<file path="src/rtl/brush_stroke_writer_if.sv">
// Touch-in / pixel-out bundle between the touch front end, brush_stroke_writer and the
// graphic controller. The erase line exists only when BRUSH_ERASE_EN is defined.
interface brush_stroke_writer_if;
    logic       gc_initialized;
    logic       touch_valid;
    logic       touch_ready;
    logic [8:0] touch_x;
    logic [7:0] touch_y;
`ifdef BRUSH_ERASE_EN
    logic       erase;
`endif
    logic [8:0] pixel_col;
    logic [7:0] pixel_row;
    logic       write_pixel;
    logic       bw_pixel_color;
    logic       busy;
    logic       done;

    modport master (
`ifdef BRUSH_ERASE_EN
        output erase,
`endif
        output gc_initialized, touch_valid, touch_x, touch_y,
        input  touch_ready, pixel_col, pixel_row, write_pixel, bw_pixel_color, busy, done
    );

    modport slave (
`ifdef BRUSH_ERASE_EN
        input  erase,
`endif
        input  gc_initialized, touch_valid, touch_x, touch_y,
        output touch_ready, pixel_col, pixel_row, write_pixel, bw_pixel_color, busy, done
    );
endinterface

</file>
<file path="src/rtl/brush_stroke_writer.sv">
// Stamps a clipped BRUSH_SIZE x BRUSH_SIZE square per accepted touch, one pixel write every
// two cycles. Define BRUSH_ERASE_EN to add the erase input (stamp colour = ~erase).
module brush_stroke_writer #(
    parameter int unsigned BRUSH_SIZE = 5,
    parameter int unsigned COL_NUM    = 320,
    parameter int unsigned ROW_NUM    = 240
) (
    input logic                   clk,
    input logic                   reset,
    brush_stroke_writer_if.slave  bus
);

    localparam logic [9:0] Rad    = 10'((BRUSH_SIZE - 1) / 2);
    localparam logic [9:0] ColMax = 10'(COL_NUM - 1);
    localparam logic [9:0] RowMax = 10'(ROW_NUM - 1);

    typedef enum logic [1:0] {StIdle, StLoad, StWrite, StHold} state_e;

    state_e     state_q, state_d;
    logic [8:0] x_q, x_d, x0_q, x0_d, x1_q, x1_d, col_q, col_d;
    logic [7:0] y_q, y_d, y0_q, y0_d, y1_q, y1_d, row_q, row_d;
    logic       write_q, write_d;
    logic       color_q, color_d;
    logic       busy_q, busy_d;
    logic       done_q, done_d;

    logic       ready;
    logic       accept;
    logic       ink;
    logic [9:0] x_ext, y_ext;
    logic [8:0] x0_c, x1_c;
    logic [7:0] y0_c, y1_c;

    assign ready  = (state_q == StIdle) && bus.gc_initialized;
    assign accept = ready && bus.touch_valid
                    && ({1'b0, bus.touch_x} < 10'(COL_NUM))
                    && ({2'b0, bus.touch_y} < 10'(ROW_NUM));

`ifdef BRUSH_ERASE_EN
    assign ink = ~bus.erase;
`else
    assign ink = 1'b1;
`endif

    // Clip window in 10 bits so x+R cannot wrap before the compare.
    assign x_ext = {1'b0, x_q};
    assign y_ext = {2'b0, y_q};
    assign x0_c  = (x_ext < Rad) ? 9'd0 : 9'(x_ext - Rad);
    assign x1_c  = (x_ext + Rad > ColMax) ? 9'(ColMax) : 9'(x_ext + Rad);
    assign y0_c  = (y_ext < Rad) ? 8'd0 : 8'(y_ext - Rad);
    assign y1_c  = (y_ext + Rad > RowMax) ? 8'(RowMax) : 8'(y_ext + Rad);

    always_comb begin
        state_d = state_q;
        x_d     = x_q;
        y_d     = y_q;
        x0_d    = x0_q;
        x1_d    = x1_q;
        y0_d    = y0_q;
        y1_d    = y1_q;
        col_d   = col_q;
        row_d   = row_q;
        color_d = color_q;
        busy_d  = busy_q;
        write_d = 1'b0;
        done_d  = 1'b0;

        case (state_q)
            StIdle: begin
                if (accept) begin
                    x_d     = bus.touch_x;
                    y_d     = bus.touch_y;
                    color_d = ink;
                    busy_d  = 1'b1;
                    state_d = StLoad;
                end
            end
            StLoad: begin
                x0_d    = x0_c;
                x1_d    = x1_c;
                y0_d    = y0_c;
                y1_d    = y1_c;
                col_d   = x0_c;
                row_d   = y0_c;
                write_d = 1'b1;
                state_d = StWrite;
            end
            StWrite: begin
                state_d = StHold;
            end
            StHold: begin
                // Coordinates only advance here, after the controller has sampled them.
                if (col_q == x1_q && row_q == y1_q) begin
                    busy_d  = 1'b0;
                    done_d  = 1'b1;
                    color_d = 1'b0;
                    state_d = StIdle;
                end else if (col_q == x1_q) begin
                    col_d   = x0_q;
                    row_d   = row_q + 8'd1;
                    write_d = 1'b1;
                    state_d = StWrite;
                end else begin
                    col_d   = col_q + 9'd1;
                    write_d = 1'b1;
                    state_d = StWrite;
                end
            end
            default: begin
                busy_d  = 1'b0;
                color_d = 1'b0;
                state_d = StIdle;
            end
        endcase
    end

    always_ff @(posedge clk or posedge reset) begin
        if (reset) begin
            state_q <= StIdle;
            x_q     <= '0;
            y_q     <= '0;
            x0_q    <= '0;
            x1_q    <= '0;
            y0_q    <= '0;
            y1_q    <= '0;
            col_q   <= '0;
            row_q   <= '0;
            write_q <= 1'b0;
            color_q <= 1'b0;
            busy_q  <= 1'b0;
            done_q  <= 1'b0;
        end else begin
            state_q <= state_d;
            x_q     <= x_d;
            y_q     <= y_d;
            x0_q    <= x0_d;
            x1_q    <= x1_d;
            y0_q    <= y0_d;
            y1_q    <= y1_d;
            col_q   <= col_d;
            row_q   <= row_d;
            write_q <= write_d;
            color_q <= color_d;
            busy_q  <= busy_d;
            done_q  <= done_d;
        end
    end

    assign bus.touch_ready    = ready;
    assign bus.pixel_col      = col_q;
    assign bus.pixel_row      = row_q;
    assign bus.write_pixel    = write_q;
    assign bus.bw_pixel_color = color_q;
    assign bus.busy           = busy_q;
    assign bus.done           = done_q;

endmodule

</file>
<file path="src/flat_wrapper.sv">
// flat-port wrapper written by rule: the top's interface ports become plain ports
module brush_stroke_writer_flat 
#(
    parameter int unsigned BRUSH_SIZE = 5,
    parameter int unsigned COL_NUM    = 320,
    parameter int unsigned ROW_NUM    = 240
)
  (clk, reset, bus_gc_initialized, bus_touch_valid, bus_touch_x, bus_touch_y, bus_touch_ready, bus_pixel_col, bus_pixel_row, bus_write_pixel, bus_bw_pixel_color, bus_busy, bus_done);
  brush_stroke_writer_if bus_i ();
  input logic clk;
  input logic reset;
  input wire logic [$bits(bus_i.gc_initialized)-1:0] bus_gc_initialized;
  input wire logic [$bits(bus_i.touch_valid)-1:0] bus_touch_valid;
  input wire logic [$bits(bus_i.touch_x)-1:0] bus_touch_x;
  input wire logic [$bits(bus_i.touch_y)-1:0] bus_touch_y;
  output wire logic [$bits(bus_i.touch_ready)-1:0] bus_touch_ready;
  output wire logic [$bits(bus_i.pixel_col)-1:0] bus_pixel_col;
  output wire logic [$bits(bus_i.pixel_row)-1:0] bus_pixel_row;
  output wire logic [$bits(bus_i.write_pixel)-1:0] bus_write_pixel;
  output wire logic [$bits(bus_i.bw_pixel_color)-1:0] bus_bw_pixel_color;
  output wire logic [$bits(bus_i.busy)-1:0] bus_busy;
  output wire logic [$bits(bus_i.done)-1:0] bus_done;
  assign bus_i.gc_initialized = bus_gc_initialized;
  assign bus_i.touch_valid = bus_touch_valid;
  assign bus_i.touch_x = bus_touch_x;
  assign bus_i.touch_y = bus_touch_y;
  assign bus_touch_ready = bus_i.touch_ready;
  assign bus_pixel_col = bus_i.pixel_col;
  assign bus_pixel_row = bus_i.pixel_row;
  assign bus_write_pixel = bus_i.write_pixel;
  assign bus_bw_pixel_color = bus_i.bw_pixel_color;
  assign bus_busy = bus_i.busy;
  assign bus_done = bus_i.done;
  brush_stroke_writer #(.BRUSH_SIZE(BRUSH_SIZE), .COL_NUM(COL_NUM), .ROW_NUM(ROW_NUM)) u_core (.clk(clk), .reset(reset), .bus(bus_i));
endmodule
</file>
<file path="config.mk">
export PLATFORM = sky130hd
export DESIGN_NAME = brush_stroke_writer_flat
export DESIGN_NICKNAME = d
export VERILOG_FILES = /design/src/rtl/brush_stroke_writer_if.sv /design/src/rtl/brush_stroke_writer.sv /design/src/flat_wrapper.sv
export SDC_FILE = /design/constraint.sdc
export NUM_CORES = 1
export LEC_CHECK = 0
export ABC_AREA = 0
export ABC_CLOCK_PERIOD_IN_PS = 2500
export BUFFER_PORTS_ARGS = -buffer_cell sky130_fd_sc_hd__buf_4
export CAP_MARGIN = 20
export CELL_PAD_IN_SITES_DETAIL_PLACEMENT = 1
export CELL_PAD_IN_SITES_GLOBAL_PLACEMENT = 2
export CORE_MARGIN = 8
export CORE_UTILIZATION = 37
export DETAILED_ROUTE_END_ITERATION = 8
export GPL_TIMING_DRIVEN = 0
export PLACE_DENSITY = 0.9
export SLEW_MARGIN = 20
export SYNTH_ARGS = -nofsm -noshare
export SYNTH_HDL_FRONTEND = slang
export SYNTH_SLANG_ARGS = --single-unit
</file>
<file path="constraint.sdc">
create_clock -name clk -period 2.5 [get_ports clk]
set_clock_uncertainty 0.1 [all_clocks]
set_input_delay 0.125 -clock clk [delete_from_list [all_inputs] [get_ports clk]]
set_output_delay 0.125 -clock clk [all_outputs]
set_load 0.03 [all_outputs]
</file>
* Word level (Yosys, flattened, before mapping)
Index checks and enable logic that the tools add are counted.
** Storage, ports and cells
- Register bits :: 65
- Bits in latches :: 0
- RAM bits :: 0
- ROM bits :: 0
- Input port bits :: 21
- Logic and storage cells :: 64
- Memories :: 0
** Cells by class
- Add/subtract/negate cells :: 6
- $mul :: 0
- Divide/modulo/power cells :: 0
- Magnitude comparators :: 6
- Equal/unequal tests :: 9
- Shifts and indexed selects :: 0
- Multiplexer cells :: 20
- Bitwise operators :: 0
- Reductions and logical operators :: 12
** Operator list (count)
- 2-to-1 mux 9 bit :: 4
- 2-to-1 mux 8 bit :: 4
- case mux 9 bit (2 select lines) :: 1
- case mux 8 bit (2 select lines) :: 1
- adder 9 x 2 -> 10 bit, second input constant :: 1
- > comparator 10 x 8 -> 1 bit, second input constant :: 1
- > comparator 10 x 9 -> 1 bit, second input constant :: 1
- adder 8 x 2 -> 9 bit, second input constant :: 1
- adder 9 x 1 -> 9 bit, second input constant :: 1
- == test 9 bit :: 1
- < comparator 9 x 2 -> 1 bit, second input constant :: 1
- < comparator 9 bit, second input constant :: 1
- subtractor 9 x 2 -> 9 bit, second input constant :: 1
- adder 8 x 1 -> 8 bit, second input constant :: 1
- == test 8 bit :: 1
- < comparator 8 x 2 -> 1 bit, second input constant :: 1
- < comparator 8 bit, second input constant :: 1
- case mux 2 bit (4 select lines) :: 1
- subtractor 8 x 2 -> 8 bit, second input constant :: 1
- != test 2 x 1 -> 1 bit, second input constant :: 3
- AND reduction 3 bit :: 2
- logical AND 1 bit :: 5
- 2-to-1 mux 1 bit :: 5
- == test 2 bit, second input constant :: 2
- other kinds (7) :: 11

* Longest topological paths before layout
Gate-level depths: netlist of run 1.
- Word-level depth :: 7
- Depth in mapped cells :: 8
- Gate-level depth less buffers :: 7

* Worst setup path before layout of run 1
No wires, ideal clock.
- Path type :: register to register
- Start point :: reg u_core.state_q[1]
- End point :: reg u_core.x_q[0]
- Library setup time :: 0.125 ns
- Arrival time :: 2.047 ns
- Setup slack :: 0.228 ns
- Stages on the path, launching flop included :: 8
- Buffers on the path :: 2
- Cells stage by stage :: dfrtp_1 buf_2 inv_1 and3_1 nand3_2 a41oi_2 buf_4 mux2_2
** On the way
- Longest elaborated chain between the ends :: 6
** RTL lines
- from (decl) :: RTL line brush_stroke_writer.sv:19 : state_e state_q, state_d;
- from (signal assigned) :: RTL line brush_stroke_writer.sv:119 : state_q <= StIdle;
- from (signal assigned) :: RTL line brush_stroke_writer.sv:133 : state_q <= state_d;
- logical NOT 2 bit :: RTL line brush_stroke_writer.sv:34 : assign ready = (state_q == StIdle) && bus.gc_initialized;
- logical AND 1 bit :: RTL line brush_stroke_writer.sv:34
- named net bus_touch_ready :: RTL line flat_wrapper.sv:16 : output wire logic [$bits(bus_i.touch_ready)-1:0] bus_touch_ready;
- logical AND 1 bit :: RTL line brush_stroke_writer.sv:35 : assign accept = ready && bus.touch_valid
- logical AND 1 bit :: RTL line brush_stroke_writer.sv:36 : && ({1'b0, bus.touch_x} < 10'(COL_NUM))
- logical AND 1 bit :: RTL line brush_stroke_writer.sv:37 : && ({2'b0, bus.touch_y} < 10'(ROW_NUM));
- AND reduction 2 bit (no source line)
- to (signal assigned) :: RTL line brush_stroke_writer.sv:120 : x_q <= '0;
- to (signal assigned) :: RTL line brush_stroke_writer.sv:134 : x_q <= x_d;
- to (decl) :: RTL line brush_stroke_writer.sv:20 : logic [8:0] x_q, x_d, x0_q, x0_d, x1_q, x1_d, col_q, col_d;
The timed path passes the listed nets, and every way through them passes these cells.
A chain may end at the register's enable or synchronous reset.

* Worst setup path in the final report of run 1
- Start point :: reg u_core.col_q[5] (netlist: u_core.bus.pixel_col[5])
- End point :: reg u_core.row_q[1] (netlist: u_core.bus.pixel_row[1])
** On the way
- Longest elaborated chain between the ends :: 4
** RTL lines
- from (decl) :: RTL line brush_stroke_writer.sv:20
- from (signal assigned) :: RTL line brush_stroke_writer.sv:140 : col_q <= col_d;
- == test 9 bit (*) :: RTL line brush_stroke_writer.sv:93, brush_stroke_writer.sv:98
- logical AND 1 bit :: RTL line brush_stroke_writer.sv:93 : if (col_q == x1_q && row_q == y1_q) begin
- != test 2 bit (no source line)
- AND reduction 3 bit (no source line) (*)
- to (signal assigned) :: RTL line brush_stroke_writer.sv:141 : row_q <= row_d;
- to (decl) :: RTL line brush_stroke_writer.sv:21 : logic [7:0] y_q, y_d, y0_q, y0_d, y1_q, y1_d, row_q, row_d;
Mark *: on every way between the ends. The rest lies on a longest branch, timed or not.

==> results of run 1 <==
## through the flow
stage	util	setup TNS, ns	std cells
2_1_floorplan	-	0	422
3_3_place_gp	0.419	-15.20	604
3_5_place_dp	0.422	0	605
4_1_cts	0.457	0	639
5_1_grt	0.463	0	641
6_report	0.463	0	641
## path summary, 6_finish.rpt
kind / start / to / cells past startpoint
worst max-delay path: u_core.bus.pixel_col[5] / u_core.bus.pixel_row[1] / 6
worst min-delay path: bus_touch_valid / u_core.y_q[4] / 3
worst max register to register: u_core.bus.pixel_col[5] / u_core.bus.pixel_row[1] / 6
worst min register to register: u_core.x1_q[0] / u_core.x1_q[0] / 2
max in group asynchronous: reset / u_core.bus.pixel_col[7] / 4
min in group asynchronous: reset / u_core.x_q[0] / 3
## power by group through the flow
stage | clock network, mW | registers, mW | logic [mW]
floorplan | 0 | 1.86 | 1.56
global placement | 0 | 1.76 | 2.32
detailed placement | 0 | 1.77 | 2.39
finish | 0.912 | 1.76 | 2.46
CTS | 0.925 | 1.75 | 2.44
global route | 0.976 | 1.81 | 2.72
## worst max-delay path, cell delays in order (launching register included)
cell and delay (ns):
dfrtp_1 0.56, xnor2_1 0.18, nand4_2 0.27, or3_1 0.40
buf_6 0.15, o21ai_2 0.23, mux2_2 0.36
## cell type report
type                    count  area share
clock inverters             2     0.00203
flip-flops and latches     65       0.330
clock buffers              14      0.0370
well taps                 140      0.0355
inverters                  14      0.0112
multi-input cells         314       0.442
repair buffers             63       0.112
plain buffers              29      0.0307
## what timing repair did
action	in CTS	in global routing
hold endpoints to repair	82	0
resized for setup	0	7
endpoints found under the setup margin	0	23
hold buffers	18	0
setup buffers	0	2
## registers in the layout, indices dropped and copies added, names as in the netlist
name and count:
u_core.bus.pixel_row 8, u_core.bus.write_pixel 1, u_core.bus.pixel_col 9, u_core.x_q 9, u_core.y_q 8, u_core.state_q 2
u_core.x1_q 9, u_core.x0_q 9, u_core.y1_q 8, u_core.bus.bw_pixel_color 1, u_core.bus.done 1
## metal layers
layer | wire (um) | vias to the layer above
li1 | - | 1697
met1 | 5890 | 1781
met2 | 5610 | 88
met3 | 475 | 22
met4 | 308 | 0
met5 | 0 | -
## kinds of logic (layout without fill, tap and decap cells)
family	Yosys count	after routing	share of synthesized area
AO/OA/AOI/OAI	115	115	0.205
adder cells (fa/ha/maj)	6	6	0.0189
multiplexers	21	21	0.0583
flip-flops	65	65	0.410
buffers and inverters	43	122	0.0514
XOR/XNOR	34	34	0.0769
AND/OR/NAND/NOR	138	138	0.180
## placed cells by master, fill, tap and decap left out, types with 5 or more instances in the layout
| cell type | instances |
|---|---|
| dfrtp_1 | 65 |
| nand2_1 | 48 |
| buf_4 | 45 |
| o21ai_0 | 32 |
| xnor2_1 | 26 |
| nor2_1 | 24 |
| dlygate4sd3_1 | 18 |
| clkbuf_1 | 17 |
| mux2_2 | 17 |
| inv_1 | 13 |
| nand3_1 | 13 |
| clkbuf_8 | 13 |
| a21oi_1 | 12 |
| a31oi_1 | 11 |
| nand4_1 | 9 |
| o31ai_1 | 8 |
| a211oi_1 | 8 |
| nor3_1 | 7 |
| xor2_1 | 7 |
| o22a_1 | 7 |
| buf_2 | 6 |
| ha_1 | 6 |
| and3_1 | 5 |
| and4_1 | 5 |
| or4_1 | 5 |
| a2bb2oi_1 | 5 |
==> run metrics, run 1 <==
status complete, no violations; Area Growth Syn to Fin 24.2%; n_diodes 0; drt total wl roughly 12,000 um; unrepaired setup endpoints after global routing no; PwrDens 1040 mW/mm^2; finished layout cell area 0.00493 mm^2; met3 GRT Util 0.0301; Root Driver clkbuf_8; Hold Crit Class in2reg; Iter 0 DRT Violations approximately 180; CTS Sinks between 60 and 70; most frequent cell after synthesis dfrtp_1; post-layout net count between 500 and 600; Async SR Flop Fraction 1.00; Die H 120 um; HPWL after detailed placement 8830 um; TritonRoute pass-1 iters 4; Least-Margin Pin Slew a little over 0.7 ns; initial core utilization 0.373; flops & latches, synth 65; wire per inst between 15 and 20 um; core area approximately 0.011 mm^2; Rows 38; synthesized net count approximately 450; Final setup viols 0; Final GP Congestion about 0.8; largest net degree at the start of global routing 45; via/cell ratio 5.60; Area contributors post-synth dfrtp_1, xnor2_1, mux2_2, nand2_1, o21ai_0; Seq pwr share 0.343; Max Clock Freq roughly 0.42 GHz; Horiz. Die Dim between 100 and 150 um; Hold Slack ~0.07 ns; vias in the first global route 3,915; Slew Limit Fails 0; first-pass GRT wire length around 21,000 um; CTS tree built; initial antenna violation count 0; Final Critical Period approximately 2.4 ns; Power, Total 5.13 mW; element type at the critical path start register; number of synthesized flops with an enable pin 0; M2 GR Usage 0.278; Post-Syn Area between 0.003 and 0.004 mm^2; VDD IR max about 0.43 mV; NetSw approximately 2.3 mW; Max Cap Viol 0; dpl ws about 0.09 ns; worst skew pair latency 0.37 ns; Comb power frac 0.479; ys flop type dfrtp_1; final-report hold violation count 0; CP Capture Type register; Clock power frac 0.178; Num CTS Buffers 9; fraction of layout cells with a size suffix above 1 0.216; Leakage just over 2 nW; Avg Synthesized Cell Area around 9.4 um^2; port bufs 42; clock transition at the registers of the reported paths roughly 0.07 ns; max_slew headroom 0.530; Setup WS post-layout 0.134 ns; R2R Setup Slk approximately 0.13 ns; Total GRT Usage 0.181; Critical Path AT ~2.5 ns; Syn. warnings 0; Synth cell types 65; Fillers ~1,200; Post-Syn Instances approximately 420; # H-tree levels 3; IO Count 43; Reg area 0.00163 mm^2; cell taking the most area after synthesis dfrtp_1; multi-input logic area 0.00218 mm^2; internal power approximately 2.9 mW; global route hottest layer met2; met1 Track Usage GR 0.242; crit path max fanout 9; required time worst endpoint ~2.7 ns; GRT overflow 0; commonest cells in the netlist dfrtp_1, nand2_1, o21ai_0; DR vias roughly 3,600; placed inst area roughly 0.0045 mm^2; Switching Fraction 0.442; die area about 0.014 mm^2; Synth top area share 0.410; critical path type reg2reg; Tcrit/Tclk final 0.946; DR DRC count 0; Seq/Total Area, Yosys 0.410; antenna-violating nets left 0; CTS Buffer Depth 2
(Power assumes the default switching activity.)
==> run 2: changes to the inputs <==
--- a/config.mk
+++ b/config.mk
@@ -6,12 +6,12 @@
 export NUM_CORES = 1
 export LEC_CHECK = 0
 export ABC_AREA = 0
-export ABC_CLOCK_PERIOD_IN_PS = 2500
+export ABC_CLOCK_PERIOD_IN_PS = 2700
 export BUFFER_PORTS_ARGS = -buffer_cell sky130_fd_sc_hd__buf_4
 export CAP_MARGIN = 20
 export CELL_PAD_IN_SITES_DETAIL_PLACEMENT = 1
 export CELL_PAD_IN_SITES_GLOBAL_PLACEMENT = 2
-export CORE_MARGIN = 8
+export CORE_MARGIN = 10
 export CORE_UTILIZATION = 37
 export DETAILED_ROUTE_END_ITERATION = 8
 export GPL_TIMING_DRIVEN = 0
==> constraint.sdc (replaced) <==
create_clock -name clk -period 2.7 [get_ports clk]
set_clock_uncertainty 0.1 [all_clocks]
set_input_delay 0.135 -clock clk [delete_from_list [all_inputs] [get_ports clk]]
set_output_delay 0.135 -clock clk [all_outputs]
set_load 0.03 [all_outputs]
==> run 2 against run 1 <==
  * Largest power group unchanged
  * Register-to-register slack improved by 0.12 ns
  * Setup slack improved by 0.12 ns
  * Flip-flop and latch count did not move
  * Utilization rose by 0.56 points
  * Count of clock-buffer cells in the layout fell by 2
  * Final area fell by 1.4%
==> run metrics, run 2 (synthesis results as in run 1) <==
CTS Sinks 65 (unchanged); fraction of layout cells with a size suffix above 1 0.203 (-0.0128); Final Critical Period 2.45 ns (+0.0847 ns); Reg-to-Reg End u_core.bus.bw_pixel_color; Final GP Congestion 0.820 (+1.6%); Cell Count, Final, Fillers Out 634 (-1.1%); Num CTS Buffers 9 (unchanged); R2R Setup Slk 0.25 ns (+0.12 ns); hold path startpoint bus_touch_valid; Tcrit/Tclk final 0.908 (-0.0387); Worst R2R Start u_core.bus.pixel_col[5]; finished layout cell area 0.00486 mm^2 (-1.4%); Power, Total 4.73 mW (-7.8%); core area 0.0104 mm^2 (-2.6%); Area Growth Syn to Fin 22.4%; commonest non-fill, non-tap cell in the layout dfrtp_1; final-report hold violation count 0 (unchanged); required time worst endpoint 2.81 ns (+0.16 ns); DR DRC count 0 (unchanged); Hold Path Cell Cnt 3 (unchanged); placed inst area 0.00449 mm^2 (-0.11%); Die H 124 um (+3.3%); Iter 0 DRT Violations 131 (-26%); crit path max fanout 9 (unchanged); port bufs 42 (unchanged); Max Cap Viol 0 (unchanged); post-layout net count 521 (-0.38%); HPWL after detailed placement 8870 um (+0.43%); initial core utilization 0.383 (+0.0101); TritonRoute pass-1 iters 4 (unchanged); Max Clock Freq 0.408 GHz (-3.5%); Final setup viols 0 (unchanged); vias in the first global route 3,649 (-6.8%); Crit-path slowest cell dfrtp_1; Least-Margin Pin Slew 0.898 ns (+0.193 ns); Hold Crit Class in2reg; # H-tree levels 3 (unchanged); CTS Buffer Depth 2 (unchanged); worst path cell trace xnor2_1 -> nand4_2 -> or3_1 -> buf_6 -> nor3_1 -> o21ai_0; element type at the critical path start register; unrepaired setup endpoints after global routing no; clock transition at the registers of the reported paths 0.07 ns (about the same); status complete, no violations; worst-case reg-to-reg path depth 6 (unchanged); Horiz. Die Dim 124 um (+3.3%); DR vias 3,522 (-1.8%); Rows 37 (-2.6%); IO Count 43 (unchanged); Total GRT Usage 0.168 (-0.0128); largest net degree at the start of global routing 57 (+27%); CP Capture Type register; max_slew headroom 0.395 (-0.135); GRT overflow 0 (unchanged); worst skew pair latency 0.35 ns (-0.02 ns); Leakage 2.03 nW (-1.1%); drt total wl 12,000 um (-2.0%); Slew Limit Fails 0 (unchanged); initial antenna violation count 0 (unchanged); PwrDens 974 mW/mm^2 (-6.4%); placed insts 601 (-0.66%); n_diodes 0 (unchanged); Hold EP u_core.y_q[4]; first-pass GRT wire length 20,100 um (-3.9%); die area 0.0153 mm^2 (+6.8%); CTS tree built; antenna-violating nets left 0 (unchanged); via/cell ratio 5.56 (-0.76%); VDD IR max 0.330 mV (-23%); post-CTS setup buffers 0 (unchanged); Critical Path AT 2.57 ns (+0.05 ns); critical path type reg2reg; commonest non-fill, non-tap cells in the layout dfrtp_1, nand2_1, buf_4, o21ai_0, xnor2_1; wire per inst 19.0 um (-0.91%); Root Driver clkbuf_8; delay of the slowest critical-path stage 0.50 ns (-0.06 ns)
## run 2: how the worst max path moves through the flow
stage	from	end	slack, ns	depth (start not counted)
after floorplan	u_core.state_q[1]	u_core.x_q[0]	0.43	7
after global placement	reset	u_core.bus.pixel_col[6]	-0.07	2
after detailed placement	u_core.bus.pixel_col[5]	u_core.bus.bw_pixel_color	0.27	6
after CTS	u_core.bus.pixel_col[5]	u_core.bus.bw_pixel_color	0.27	6
after global routing	u_core.x_q[1]	u_core.bus.pixel_col[1]	0.12	8
final	u_core.bus.pixel_col[5]	u_core.bus.bw_pixel_color	0.25	6
## run 2: worst max-delay path, delay by kind of cell, from the launching register on
kind | cells | cell delay, ns
AND/OR/NAND/NOR | 3 | 1.17
flip-flops | 1 | 0.50
XOR/XNOR | 1 | 0.22
buffers and inverters | 1 | 0.15
AO/OA/AOI/OAI | 1 | 0.15
## run 2: timing repair
action                                 CTS  global route
endpoints found under the hold margin   82             0
resized for setup                        0             0
hold buffers                            18             0
## run 2: cell type report
class                   count  area [um^2]
well taps                 136          170
plain buffers              29          151
repair buffers             61          523
fillers                  1230         5510
clock buffers              12          155
inverters                  14         55.1
flip-flops and latches     65         1630
multi-input cells         314         2140
clock inverters             3         40.0
## run 2: per-layer routing
layer / GRT usage / vias up / part of all wire
met5: 0 / - / 0
met4: 0.0619 / 0 / 0.016
met3: 0.0276 / 11 / 0.030
met2: 0.261 / 50 / 0.47
met1: 0.231 / 1750 / 0.48
li1: - / 1711 / -
## run 2: power by group
part	internal (mW)	switching [mW]	total, mW
registers	1.29	0.332	1.62
clock network	0.469	0.397	0.866
logic	0.922	1.32	2.24
## run 2: per-stage QoR
stage                     setup slack, ns  utilization  setup TNS, ns  hold WS [ns]
after floorplan                     0.428            -              0         0.183
after global placement            -0.0681        0.430          -4.14         0.269
after detailed placement            0.274        0.433              0       -0.0457
after CTS                           0.272        0.469              0        0.0566
after global routing                0.122        0.469              0        0.0725
final                               0.249        0.469              0        0.0613
